--- config.mk ---
export PLATFORM = sky130hd
export DESIGN_NAME = outputconditioner
export DESIGN_NICKNAME = d
export VERILOG_FILES = /design/src/rtl/outputconditioner_pkg.sv /design/src/rtl/outputconditioner_levelfifo.sv /design/src/rtl/outputconditioner.sv
export SDC_FILE = /design/constraint.sdc
export NUM_CORES = 1
export LEC_CHECK = 0
export ABC_AREA = 1
export ABC_CLOCK_PERIOD_IN_PS = 4280
export CORE_UTILIZATION = 35
export DETAILED_ROUTE_END_ITERATION = 10
export PLACE_DENSITY = 0.5
export SLEW_MARGIN = 20
export SYNTH_ARGS = -nofsm -noshare
export SYNTH_HDL_FRONTEND = slang
export SYNTH_SLANG_ARGS = --single-unit
--- constraint.sdc ---
create_clock -name clk -period 4.28 [get_ports clk]
set_clock_uncertainty 0.15 [all_clocks]
set_input_delay 0.642 -clock clk [delete_from_list [all_inputs] [get_ports clk]]
set_output_delay 0.642 -clock clk [all_outputs]
set_load 0.02 [all_outputs]
--- src/rtl/outputconditioner_pkg.sv ---
// Shared FSM state encodings for the output conditioner.
// OC_BOUNCE exists only when OUTPUTCONDITIONER_BOUNCE_EN is defined.
package outputconditioner_pkg;

  typedef enum logic [1:0] {
    OC_IDLE   = 2'd0,
    OC_HOLD   = 2'd1
`ifdef OUTPUTCONDITIONER_BOUNCE_EN
    ,
    OC_BOUNCE = 2'd2
`endif
  } oc_state_t;

endpackage

--- src/rtl/outputconditioner_levelfifo.sv ---
// 1-bit synchronous request FIFO, head visible combinationally; push refused when full
// (even with a simultaneous pop), pop ignored when empty.
module outputconditioner_levelfifo #(
  parameter int DEPTH = 4
) (
  input  logic clk,
  input  logic rst_n,
  input  logic push,
  input  logic push_level,
  input  logic pop,
  output logic full,
  output logic empty,
  output logic head
);

  localparam int AW = $clog2(DEPTH);

  logic [AW:0]      wr_ptr;
  logic [AW:0]      rd_ptr;
  logic [DEPTH-1:0] mem;
  logic             do_push;
  logic             do_pop;

  assign do_push = push && !full;
  assign do_pop  = pop && !empty;

  // Pointers carry one extra wrap bit so full and empty are distinguishable.
  assign full  = (wr_ptr[AW] != rd_ptr[AW]) && (wr_ptr[AW-1:0] == rd_ptr[AW-1:0]);
  assign empty = (wr_ptr == rd_ptr);
  assign head  = mem[rd_ptr[AW-1:0]];

  always_ff @(posedge clk) begin
    if (!rst_n) begin
      wr_ptr <= '0;
      rd_ptr <= '0;
    end else begin
      if (do_push) wr_ptr <= wr_ptr + (AW+1)'(1);
      if (do_pop)  rd_ptr <= rd_ptr + (AW+1)'(1);
    end
  end

  always_ff @(posedge clk) begin
    if (do_push) mem[wr_ptr[AW-1:0]] <= push_level;
  end

endmodule

--- src/rtl/outputconditioner.sv ---
// Pin driver: queued levels are driven one per transition, each held >= HOLD cycles; latency 1 cycle
// from accept to pin change; req_ready = !full. Optional bounce emulation: OUTPUTCONDITIONER_BOUNCE_EN.
module outputconditioner
  import outputconditioner_pkg::*;
#(
  parameter int   T      = 4,
  parameter int   HOLD   = T + 4,
  parameter int   DEPTH  = 4,
  parameter int   BOUNCE = 3,
  parameter logic INIT   = 1'b0
) (
  input  logic clk,
  input  logic rst_n,
  input  logic req_valid,
  input  logic req_level,
  output logic req_ready,
  output logic pin,
  output logic edge_out,
  output logic busy
);

  localparam int            CW     = $clog2(HOLD + 1);
  localparam logic [CW-1:0] RELOAD = CW'(HOLD - 1);

  // Unsupported parameter sets elaborate this marker block.
  if (HOLD < 2 || DEPTH < 2 || BOUNCE < 0) begin : g_bad_cfg
  end

  oc_state_t     state;
  oc_state_t     state_nxt;
  logic [CW-1:0] cnt;
  logic [CW-1:0] cnt_nxt;
  logic          pin_nxt;
  logic          edge_nxt;
  logic          pop;
  logic          start;
  logic          full;
  logic          empty;
  logic          head;

`ifdef OUTPUTCONDITIONER_BOUNCE_EN
  localparam int            BW      = $clog2(2 * BOUNCE + 1);
  localparam logic [BW-1:0] BRELOAD = BW'(2 * BOUNCE - 1);
  logic [BW-1:0] bcnt;
  logic [BW-1:0] bcnt_nxt;
  logic          tgt;
  logic          tgt_nxt;
`endif

  assign req_ready = !full;
  assign busy      = (state != OC_IDLE) || !empty;

  outputconditioner_levelfifo #(
    .DEPTH(DEPTH)
  ) u_fifo (
    .clk       (clk),
    .rst_n     (rst_n),
    .push      (req_valid && req_ready),
    .push_level(req_level),
    .pop       (pop),
    .full      (full),
    .empty     (empty),
    .head      (head)
  );

  always_comb begin
    state_nxt = state;
    cnt_nxt   = cnt;
    pin_nxt   = pin;
    edge_nxt  = 1'b0;
    pop       = 1'b0;
    start     = 1'b0;
`ifdef OUTPUTCONDITIONER_BOUNCE_EN
    bcnt_nxt  = bcnt;
    tgt_nxt   = tgt;
`endif
    case (state)
      OC_IDLE: begin
        // Same-level entries are popped and dropped without disturbing the pin.
        if (!empty) begin
          pop   = 1'b1;
          start = (head != pin);
        end
      end
      OC_HOLD: begin
        if (cnt != '0) begin
          cnt_nxt = cnt - CW'(1);
        end else if (!empty && (head != pin)) begin
          pop   = 1'b1;
          start = 1'b1;
        end else begin
          state_nxt = OC_IDLE;
        end
      end
`ifdef OUTPUTCONDITIONER_BOUNCE_EN
      OC_BOUNCE: begin
        if (bcnt != '0) begin
          bcnt_nxt = bcnt - BW'(1);
          pin_nxt  = !pin;
        end else begin
          pin_nxt   = tgt;
          cnt_nxt   = RELOAD;
          state_nxt = OC_HOLD;
        end
      end
`endif
      default: state_nxt = OC_IDLE;
    endcase

    if (start) begin
      pin_nxt  = head;
      edge_nxt = 1'b1;
`ifdef OUTPUTCONDITIONER_BOUNCE_EN
      tgt_nxt   = head;
      bcnt_nxt  = BRELOAD;
      state_nxt = OC_BOUNCE;
`else
      cnt_nxt   = RELOAD;
      state_nxt = OC_HOLD;
`endif
    end
  end

  always_ff @(posedge clk) begin
    if (!rst_n) begin
      state    <= OC_IDLE;
      cnt      <= '0;
      pin      <= INIT;
      edge_out <= 1'b0;
`ifdef OUTPUTCONDITIONER_BOUNCE_EN
      bcnt     <= '0;
      tgt      <= INIT;
`endif
    end else begin
      state    <= state_nxt;
      cnt      <= cnt_nxt;
      pin      <= pin_nxt;
      edge_out <= edge_nxt;
`ifdef OUTPUTCONDITIONER_BOUNCE_EN
      bcnt     <= bcnt_nxt;
      tgt      <= tgt_nxt;
`endif
    end
  end

endmodule

==> results.md <==
* Final Hold Fails at 0
* WL per Instance at 11.7 µm
* Pint at 0.352 mW
* Core box area at 2480 µm²
* RR Startpoint: u_fifo.rd_ptr[1]
* Setup bufs post-CTS at 0
* Comb pwr share at 48.5%
* Register area share after synthesis at 41.8%
* Dpl hpwl at 1350 µm
* Asr flop ratio synth at 0%
* Gpl congestion at 0.660
* Total GRT Usage at 15.0%
* Fmax at between 300 and 400 MHz
* Crit path buffers/inverters at 2
* Net Sw Power at about 0.28 mW
* # DRC at 0
* Overflow after GRT at 0
* Cells after Synth at 112
* Post-synthesis compound-gate area fraction at 9.34%
* Vias in the first global route at 681
* Die area at 2810 µm²
* Crit-path cells: inv_1 -> nand2_1 -> nand2_1 -> nand4_2 -> clkdlybuf4s50_1
* Synth Area in Simple Gates at 29.5%
* CTS tree: yes
* Fin crit share at between 50% and 60%
* Post-synth EDFFs at 4
* Fraction of layout cells with a size suffix above 1 at 16.4%
* Initial antenna violation count at 0
* Clk pin slew, worst setup/hold paths at 0.12 ns
* Via count at slightly above 700
* Via/cell ratio at 4.74
* Row count at 18
* Non-Filler Instances at 152
* Cell area after synthesis at 911 µm²
* Number of diodes at 0
* Max_slew headroom at about three quarters
* Critical path class: reg -> out
* Drt first-iter violations at 10
* Most frequent cells in the layout: 23 x nand2_1, 19 x inv_1, 13 x dfxtp_1
* Clock network power share at 14.8%
* Worst EP arrival at 1.77 ns
* # setup viols final at 0
* Hold Crit Start: u_fifo.wr_ptr[2]
* Critical Path RT at 3.49 ns
* Ys flop type: dfxtp_1
* Slew Limit Fails at 0
* Setup TNS at 0 ns
* Cts repair resizes at 0
* Crit-path most repeated cell: nand2_1
* Worst-Skew Late Latency at roughly 0.30 ns
* Die width at between 50 and 60 µm
* Final instance area at 1040 µm²
* Post-layout util at between 40% and 50%
* Type of origin of the critical path: register
* Die Y at 53.0 µm
* First-pass GRT wire length at 2920 µm
* Hold Crit Class: reg -> reg
* Reg area at around 380 µm²
* Hold Buf Count CTS at 0
* Initial Util at about 37%
* Ports at 8
* Final period demand of the worst path at between 2 and 3 ns
* Worst VDD drop at 0.288 mV
* Switching Share at 44.1%
* CP max FO at 5
* Max-Cap Viols at 0
* PD cells at 605 nW/µm²
* CTS max path bufs at 2
* H-tree depth at 1
* Largest net degree at the start of global routing at 11
* Placed Cells incl. Taps at 148
* Seq pwr share at 36.6%
* Post-synth cell types at 22
* Placed Area at 1010 µm²
* Area delta synth->final at 14.3%
* CP endpoint kind: output pin
* Max stage delay on crit path at 0.61 ns
* Power Total at ~0.63 mW
* Synth Register Bits at 17
* Status: complete, no violations
* Area of the multi-input gates at 447 µm²
* Commonest non-fill, non-tap cell in the layout: nand2_1
* Num CTS Buffers at 3
* Post-route ant nets at 0
* Slowest cell on the critical path: clkdlybuf4s50_1
* Nets at 133
* Clock sink count at 17
* Leak at 0.472 nW
* Crit path max-delay family: buffers and inverters
* Fill count at 260
* CTS root buffer: clkbuf_4
* Post-Syn Area per Cell at a little over 8 µm²
* DRT Wirelength at 1780 µm
* RSZ-0062 raised after global routing: false
* XOR/XNOR share of the synthesized area at 1.92%
* Main combinational cell family by area after synthesis: simple AND/OR/NAND/NOR gates
* Post-synthesis mux area share at 0%
* Worst-margin pin slew at 0.371 ns
* CP startpoint: u_fifo.rd_ptr[1]
* Mapped Nets at 122
* PortBufs at 7
* Detailed-router iteration count before antenna repair at 4
* Synth Area in Adders at 8.24%
* Synthesis Warnings at 0
==> power groups by stage <==
stage          Combinational, mW  Clock, mW  Sequential (mW)
3_3_place_gp               0.304          0            0.234
5_1_grt                    0.346      0.101            0.236
2_1_floorplan              0.223          0            0.240
3_5_place_dp               0.307          0            0.235
6_report                   0.306     0.0935            0.231
4_1_cts                    0.309     0.0970            0.231
==> layout make-up <==
| cell class | instances | area share, % |
|---|---|---|
| Multi-Input combinational cell | 73 | 42.9 |
| Sequential cell | 17 | 36.5 |
| Inverter | 21 | 7.57 |
| Timing Repair Buffer | 7 | 6.73 |
| Tap cell | 30 | 3.61 |
| Clock buffer | 3 | 2.16 |
| Clock inverter | 1 | 0.481 |
==> final timing paths <==
| path | endpoint | slack [ns] | cells past startpoint |
|---|---|---|---|
| setup / recovery | req_ready | 1.72 | 5 |
| hold / removal | u_fifo.wr_ptr[2] | 0.32 | 1 |
| setup reg to reg | u_fifo.mem[3] | 2.60 | 6 |
| hold reg to reg | u_fifo.wr_ptr[2] | 0.32 | 1 |
==> logic make-up (layout without fill, tap and decap cells) <==
kind of cell,after synthesis,in the layout
DFF,17,17
adders and majority gates,6,6
AOI/OAI and AO/OA,15,15
xor gates and xnor gates,2,2
and+or+nand+nor,50,50
buffers and inverters,22,32
==> cell usage after synthesis (2+ instances only) <==
master	n	area share, %
nor2_1	6	2.5
inv_2	2	0.82
o21ai_0	3	1.6
nand2_2	5	3.4
ha_1	6	8.2
nand3_2	4	4.4
xor2_1	2	1.9
inv_1	19	7.8
nand4_1	2	1.4
o21ai_2	2	1.9
dfxtp_1	13	29
a21oi_1	7	3.8
edfxtp_1	4	13
nand3_1	7	3.8
nand2_1	23	9.5
==> per-stage QoR <==
step | hold slack, ns | setup slack [ns]
6_report | 0.319 | 1.72
5_1_grt | 0.337 | 1.61
4_1_cts | 0.319 | 1.70
3_5_place_dp | 0.303 | 2.06
3_3_place_gp | 0.296 | 2.10
2_1_floorplan | 0.275 | 2.68
==> routing by layer <==
| metal | track usage (%) | vias up | wire [µm] |
|---|---|---|---|
| li1 | - | 381 | - |
| met1 | 17.6 | 329 | 881 |
| met2 | 25.7 | 8 | 837 |
| met3 | 5.17 | 2 | 46 |
| met4 | 3.95 | 0 | 12 |
| met5 | 0 | - | 0 |
==> state kept, by name, summed over array words and instances, names as in the netlist <==
register and cells:
cnt 4, u_fifo.mem 4, u_fifo.rd_ptr 3, u_fifo.wr_ptr 3, edge_out 1, pin 1
state 1
Power figures use the tool's default switching activity.
